**src/rtl/microwave_pkg.sv**
```systemverilog
// Shared constants and FSM encodings for the microwave keypad/timer front end.
package microwave_pkg;

  localparam int DEF_NUM_DIGITS = 4;
  localparam int DEF_DIGIT_W    = 4;
  localparam int DEF_BCD_MAX    = 9;
  localparam int COUNT_W        = 3;

  typedef enum logic [1:0] {
    ST_IDLE    = 2'd0,
    ST_CAPTURE = 2'd1,
    ST_HOLD    = 2'd2
  } loader_state_t;

endpackage

```
**src/rtl/keypad_digit_loader_rise_detect.sv**
```systemverilog
// Rising-edge detector; the delayed copy resets high so a level already
// asserted when reset releases is not mistaken for a fresh edge.
module rise_detect (
  input  logic clk,
  input  logic reset,
  input  logic in,
  output logic rise
);

  logic in_q;

  always_ff @(posedge clk or posedge reset) begin
    if (reset) in_q <= 1'b1;
    else       in_q <= in;
  end

  assign rise = in & ~in_q;

endmodule

```
**src/rtl/keypad_digit_loader.sv**
```systemverilog
// Registers one keypad digit per strobe edge into a shifting BCD MM:SS entry
// register, reporting each keypress as accepted or rejected.
module keypad_digit_loader
  import microwave_pkg::*;
#(
  parameter int NUM_DIGITS = DEF_NUM_DIGITS,
  parameter int DIGIT_W    = DEF_DIGIT_W,
  parameter int BCD_MAX    = DEF_BCD_MAX
) (
  input  logic                          clk,
  input  logic                          reset,
  input  logic [DIGIT_W-1:0]            bcd_in,
  input  logic                          strobe,
  input  logic                          load_en,
  input  logic                          clear_entry,
  output logic [NUM_DIGITS*DIGIT_W-1:0] digits_out,
  output logic [COUNT_W-1:0]            digit_count,
  output logic                          loaded,
  output logic                          key_accept,
  output logic                          key_reject
);

  loader_state_t                 state, state_next;
  logic [DIGIT_W-1:0]            key_q;
  logic [NUM_DIGITS*DIGIT_W-1:0] digits_q;
  logic [COUNT_W-1:0]            count_q;
  logic                          accept_q, reject_q;
  logic                          rise;
  logic                          do_accept, do_reject;

  rise_detect u_rise_detect (
    .clk   (clk),
    .reset (reset),
    .in    (strobe),
    .rise  (rise)
  );

  // Capture outcome: a pending clear suppresses both pulses for this key.
  always_comb begin
    state_next = state;
    do_accept  = 1'b0;
    do_reject  = 1'b0;
    case (state)
      ST_IDLE: begin
        if (rise) state_next = ST_CAPTURE;
      end
      ST_CAPTURE: begin
        state_next = strobe ? ST_HOLD : ST_IDLE;
        if (!clear_entry) begin
          if (!load_en || (key_q > DIGIT_W'(BCD_MAX)) ||
              (count_q == COUNT_W'(NUM_DIGITS)))
            do_reject = 1'b1;
          else
            do_accept = 1'b1;
        end
      end
      ST_HOLD: begin
        if (!strobe) state_next = ST_IDLE;
      end
      default: state_next = ST_IDLE;
    endcase
  end

  always_ff @(posedge clk or posedge reset) begin
    if (reset) begin
      state    <= ST_IDLE;
      key_q    <= '0;
      digits_q <= '0;
      count_q  <= '0;
      accept_q <= 1'b0;
      reject_q <= 1'b0;
    end else begin
      state    <= state_next;
      accept_q <= do_accept;
      reject_q <= do_reject;
      if (state == ST_IDLE && rise) key_q <= bcd_in;
      // Full register refuses new digits rather than dropping the oldest.
      if (clear_entry) begin
        digits_q <= '0;
        count_q  <= '0;
      end else if (do_accept) begin
        digits_q <= {digits_q[(NUM_DIGITS-1)*DIGIT_W-1:0], key_q};
        count_q  <= count_q + COUNT_W'(1);
      end
    end
  end

  assign digits_out  = digits_q;
  assign digit_count = count_q;
  assign loaded      = (count_q != '0);
  assign key_accept  = accept_q;
  assign key_reject  = reject_q;

endmodule
```
**config.mk**
```make
export PLATFORM = sky130hd
export DESIGN_NAME = keypad_digit_loader
export DESIGN_NICKNAME = d
export VERILOG_FILES = /design/src/rtl/microwave_pkg.sv /design/src/rtl/keypad_digit_loader_rise_detect.sv /design/src/rtl/keypad_digit_loader.sv
export SDC_FILE = /design/constraint.sdc
export NUM_CORES = 1
export LEC_CHECK = 0
export ABC_AREA = 1
export CAP_MARGIN = 5
export CORE_ASPECT_RATIO = 1.2
export CORE_MARGIN = 4
export CORE_UTILIZATION = 52
export DETAILED_ROUTE_END_ITERATION = 10
export HOLD_SLACK_MARGIN = 0.02
export PLACE_DENSITY = 0.79
export SLEW_MARGIN = 10
export SYNTH_ARGS = -nofsm -noshare
export SYNTH_HDL_FRONTEND = slang
export SYNTH_HIERARCHICAL = 1
export SYNTH_SLANG_ARGS = --single-unit
```
**constraint.sdc**
```tcl
create_clock -name clk -period 3.87 [get_ports clk]
set_clock_uncertainty 0.1 [all_clocks]
set_input_delay 0.774 -clock clk [delete_from_list [all_inputs] [get_ports clk]]
set_output_delay 0.774 -clock clk [all_outputs]
set_load 0.05 [all_outputs]
```
==> flow_summary.yaml, run 1 <==
timing:
  slew_headroom: 0.334
  worstMarginPinSlew_ns: 0.998
  finalCritPeriodShare: 0.719
  final_hold_viol_count: 0
  setup_slack_ns: 1.09
  grt_setup_unrepaired: "no"
  final.setup.tns_ns: 0
  drv_slew: 0
  finalCriticalPeriod_ns: 2.78
  finalSetupViolCount: 0
  fmax_mhz: 359
final_layout:
  fill_cells: 185
  diodes: 0
  area_growth_pct: 26.2
  layoutNonFillerInstCount: 195
  multi_input_area_um2: 467
  finalInstanceArea_um2: 1610
  drive_above_1_share: 0.140
  regArea_um2: 702
  layout.nets: 176
  post-route-util: 0.692
logic_synthesis:
  ys_ff_latch: 28
  syn_area_per_cell_um2: 9.46
  syn_nets: 146
  synth_top_cell_by_area: "dfrtp_1"
  synthDistinctLibCells: 22
  synthCells: 135
  yosysWarnings: 6
  synth_area_leaders: "dfrtp_1, nand2_1, nand3_2, nand3_1, inv_1"
  yosysSeqAreaShare: 0.549
  syn_area_um2: 1280
  synth_top_cell_area_share: 0.529
worst_setup_path:
  cp.arrival_ns: 1.91
  cp-end-kind: "output port"
  crit_fanout: 4
  critical_path_class: "reg2out"
  critPathSlowestCell: "clkdlybuf4s50_1"
  critPathBufInv: 2
  cp_top_family: "buffers and inverters"
  cp-start-kind: "flop"
  critPathMaxStageDelay_ns: 0.79
  path_cells: "inv_1, ha_1, nand2_1, clkdlybuf4s50_1"
  critPathRequiredTime_ns: 3.00
routing:
  ant_nets: 0
  drt_first_pass_iters: 4
  wire_per_inst_um: 12.1
  route.detailed.drc: 0
  drt_wl_total_um: 2360
  drtIter0Drc: 26
  dr_total_vias: 970
  vias_per_cell: 4.97
power_and_ir_drop:
  p_sw_frac: 0.243
  pwr-share-clk: 0.328
  power.net_switching_uw: 140
  peakVddDrop_mv: 0.288
  power.internal_uw: 434
  seq_power_share: 0.553
  power.density_nw_per_um2: 356
  pwr-share-comb: 0.118
  leakagePower_uw: 0.000811
clock_network:
  h-tree-depth: 1
  cts_tree: "built"
  root_buffer: "clkbuf_4"
  post_cts_buffers: 0
  cts_num_sinks: 28
  hold_buffers: 0
  clkSlewWorstSetupHoldPaths_ns: 0.14
  cts.path.max_buffers: 2
  cts_resized: 0
  cts_made_buffers: 3
  insertion_delay_ns: 0.33
placement:
  gp_congestion: 0.748
  place_ws_ns: 1.46
  placedCellCount: 191
  place_hpwl_um: 1680
  dpl-instance-area_um2: 1560
  io_buffers: 30
floorplanning:
  die_h_um: 62.3
  start_util: 0.548
  dieArea_um2: 3320
  core_area_um2: 2330
  die_w_um: 53.2
  rows: 19
  top_level_ports: 31
grt:
  grt_overflow: 0
  grt_first_pass_wirelength_um: 4260
  track_usage: 0.171
  grt_pass1_vias: 995
  antenna_found_initial: 0
  grt_max_degree: 28
flow_run:
  max-cap-violations: 0
run_status:
  status: "completed"
worst_hold_path:
  hp-class: "reg2reg"
## path summary, 6_finish.rpt
path,startpoint,depth (start not counted),endpoint,slack [ns]
setup / recovery,digit_count[0],4,loaded,1.09
hold / removal,state[1],1,state[1],0.40
setup reg to reg,digit_count[0],9,digits_out[2],2.10
min in group asynchronous,reset,2,u_rise_detect/in_q,0.65
hold reg to reg,state[1],1,state[1],0.40
max in group asynchronous,reset,2,digits_out[0],2.18
## flip-flops by register name, indices dropped and copies added, names as in the netlist
register	cells
key_reject	1
digit_count	3
digits_out	16
u_rise_detect/in_q	1
state	2
key_q	4
key_accept	1
## per-layer routing
layer / track usage / share of wire / up-vias
met5: 0 / 0 / -
met4: 0.0767 / 0.020 / 0
met3: 0.0335 / 0.060 / 5
met2: 0.299 / 0.54 / 28
met1: 0.192 / 0.38 / 459
li1: - / - / 478
## cells in the final DEF (no fill, tap or decap), drive strengths merged
cell type / Yosys / layout
bufinv: 0 / 1
a21oi: 1 / 1
dfrtp: 27 / 27
nor2: 8 / 8
nand2: 53 / 53
o21ai: 3 / 3
ha: 2 / 2
clkbuf: 0 / 3
dfstp: 1 / 1
clkdlybuf4s50: 0 / 30
inv: 13 / 13
nor3: 1 / 1
nand3: 20 / 20
nand4: 1 / 1
## power groups by stage
stage	clock [uW]	combinational, uW	sequential (uW)
5_1_grt	211	76.4	320
3_3_place_gp	0	67.5	322
2_1_floorplan	0	39.7	331
6_report	189	67.9	318
4_1_cts	199	69.8	318
3_5_place_dp	0	69.3	323
## cells in the mapped netlist
| master | instances |
|---|---|
| a21oi_1 | 1 |
| buf_12 | 1 |
| buf_4 | 2 |
| buf_6 | 2 |
| dfrtp_1 | 27 |
| dfstp_2 | 1 |
| ha_1 | 2 |
| inv_1 | 11 |
| inv_2 | 1 |
| inv_4 | 1 |
| nand2_1 | 51 |
| nand2_2 | 2 |
| nand3_1 | 9 |
| nand3_2 | 10 |
| nand3_4 | 1 |
| nand4_1 | 1 |
| nor2_1 | 6 |
| nor2_2 | 1 |
| nor2_4 | 1 |
| nor3_1 | 1 |
| o21ai_0 | 2 |
| o21ai_2 | 1 |
## stage by stage
stage	hold slack (ns)	total power (uW)
2_1_floorplan	0.349	370
3_3_place_gp	0.371	390
3_5_place_dp	0.378	392
4_1_cts	0.402	586
5_1_grt	0.434	608
6_report	0.402	574
## worst register-to-register path: stages, from the launching register on
cell	delay (ns)
dfrtp_1	0.43
inv_1	0.08
ha_1	0.21
nand2_1	0.08
nand2_2	0.07
inv_2	0.07
nand3_4	0.25
inv_4	0.27
nand2_1	0.08
nand2_1	0.07
## cells by family (layout without fill, tap and decap cells)
family          after synthesis  after routing  synth area share
compound gates                4              4            0.0186
buf+inv                      18             47            0.0852
flops                        28             28             0.549
fa+ha+maj                     2              2            0.0196
simple gates                 83             83             0.327
## cell type report
| cell class | count | area share |
|---|---|---|
| flip-flops and latches | 28 | 0.436 |
| multi-input cells | 89 | 0.290 |
| repair buffers | 30 | 0.186 |
| inverters | 13 | 0.0318 |
| well taps | 31 | 0.0241 |
| clock inverters | 1 | 0.0186 |
| clock buffers | 3 | 0.0140 |
No activity file was read; power rests on OpenSTA's default activity.
==> inputs of run 2 (changes only) <==
--- a/config.mk
+++ b/config.mk
@@ -9,10 +9,10 @@
 export CAP_MARGIN = 5
 export CORE_ASPECT_RATIO = 1.2
 export CORE_MARGIN = 4
-export CORE_UTILIZATION = 52
+export CORE_UTILIZATION = 43
 export DETAILED_ROUTE_END_ITERATION = 10
 export HOLD_SLACK_MARGIN = 0.02
-export PLACE_DENSITY = 0.79
+export PLACE_DENSITY = 0.7
 export SLEW_MARGIN = 10
 export SYNTH_ARGS = -nofsm -noshare
 export SYNTH_HDL_FRONTEND = slang
==> constraint.sdc (replaced) <==
create_clock -name clk -period 2.27 [get_ports clk]
set_clock_uncertainty 0.1 [all_clocks]
set_input_delay 0.454 -clock clk [delete_from_list [all_inputs] [get_ports clk]]
set_output_delay 0.454 -clock clk [all_outputs]
set_load 0.05 [all_outputs]
==> run 2 against run 1 <==
Setup slack worse by 0.98 ns. Sequential power increased by 70%. Worst hold slack got worse by 0.082 ns. Largest power group unchanged. Critical path type unchanged. Critical endpoint is now digit_count[0]. Clock-buffer cell count unchanged.
==> flow_summary.yaml, run 2 (synthesis results as in run 1) <==
run_status:
  status: "completed"
timing:
  final.setup.tns_ns: 0
  finalCritPeriodShare: 0.955
  finalSetupViolCount: 0
  fmax_mhz: 461
  finalCriticalPeriod_ns: 2.17
  slew_headroom: 0.495
  final_hold_viol_count: 0
  worstMarginPinSlew_ns: 0.756
  setup_slack_ns: 0.103
  grt_setup_unrepaired: "no"
  drv_slew: 0
power_and_ir_drop:
  peakVddDrop_mv: 0.297
  p_sw_frac: 0.247
  leakagePower_uw: 0.000818
  pwr-share-comb: 0.117
  pwr-share-clk: 0.333
  seq_power_share: 0.550
  power.net_switching_uw: 243
  power.density_nw_per_um2: 608
  power.internal_uw: 741
  power.total_uw: 985
routing:
  drt_first_pass_iters: 4
  wire_per_inst_um: 11.2
  vias_per_cell: 4.78
  route.detailed.drc: 0
  drtIter0Drc: 39
  dr_total_vias: 951
  ant_nets: 0
  drt_wl_total_um: 2230
worst_setup_path:
  critPathRequiredTime_ns: 1.72
  cp_top_family: "buffers and inverters"
  rr_endpoint: "digits_out[15]"
  cp-startpoint: "digit_count[0]"
  cp.arrival_ns: 1.61
  critPathMaxStageDelay_ns: 0.83
  crit_fanout: 4
  critPathSlowestCell: "clkdlybuf4s50_1"
  critical_path_class: "reg2out"
  worstRegToRegCells: 9
  cp-end-kind: "output port"
  reg2reg_from: "digit_count[0]"
  critPathBufInv: 1
  path_cells: "clkdlybuf4s50_1"
  cp-start-kind: "flop"
  rrSetupSlack_ns: 0.50
floorplanning:
  top_level_ports: 31
  die_w_um: 57.8
  core_area_um2: 2810
  die_h_um: 67.7
  start_util: 0.454
  rows: 21
  dieArea_um2: 3910
final_layout:
  diodes: 0
  largest_reg_flops: 16
  fill_cells: 272
  area_growth_pct: 26.8
  mostFrequentLayoutCell: "nand2_1"
  layout_common_cells: "nand2_1, clkdlybuf4s50_1, dfrtp_1"
  finalInstanceArea_um2: 1620
  multi_input_area_um2: 467
  regArea_um2: 702
  post-route-util: 0.576
  drive_above_1_share: 0.152
  layout.nets: 177
placement:
  dpl-instance-area_um2: 1570
  gp_congestion: 0.696
  place_ws_ns: 0.300
  io_buffers: 30
  place_hpwl_um: 1600
clock_network:
  cts_resized: 0
  cts_made_buffers: 3
  hold_buffers: 0
  cts.path.max_buffers: 2
  cts_tree: "built"
  h-tree-depth: 1
  insertion_delay_ns: 0.33
  post_cts_buffers: 0
  clkSlewWorstSetupHoldPaths_ns: 0.15
  root_buffer: "clkbuf_4"
  cts_num_sinks: 28
grt:
  grt_pass1_vias: 882
  grt_first_pass_wirelength_um: 3910
  grt_overflow: 0
  antenna_found_initial: 0
  track_usage: 0.130
  grt_max_degree: 28
flow_run:
  max-cap-violations: 0
worst_hold_path:
  hp-class: "in2async"
run 2: per-stage QoR:
step / hold WS, ns / cells
finish: 0.319 / 199
global route: 0.300 / 199
CTS: 0.313 / 199
detailed placement: 0.375 / 195
global placement: 0.371 / 195
floorplan: 0.244 / 135
run 2: layout make-up:
type,instances,share of cell area
Multi-Input combinational cell,89,0.288
Clock inverter,1,0.0185
Clock buffer,3,0.0139
Inverter,13,0.0317
Sequential cell,28,0.433
Tap cell,34,0.0263
Timing Repair Buffer,31,0.188
run 2: how the worst max path moves through the flow:
stage,to,slack [ns],cells after the start
floorplan,loaded,0.38,3
global placement,digits_out[0],0.34,6
detailed placement,digit_count[2],0.30,4
CTS,digit_count[0],0.08,1
global route,digit_count[2],0.03,1
finish,digit_count[0],0.10,1
run 2: routing by layer:
metal	global-route usage	up-vias	part of all wire
met2	0.223	32	0.49
li1	-	482	-
met1	0.159	433	0.42
met5	0	-	0
met3	0.0191	4	0.069
met4	0.0609	0	0.015
run 2: power groups by stage:
stage,Clock [uW],Combinational (uW),Sequential (uW)
global route,359,127,547
finish,328,115,542
floorplan,0,67.6,564
detailed placement,0,117,552
global placement,0,116,550
CTS,332,118,543
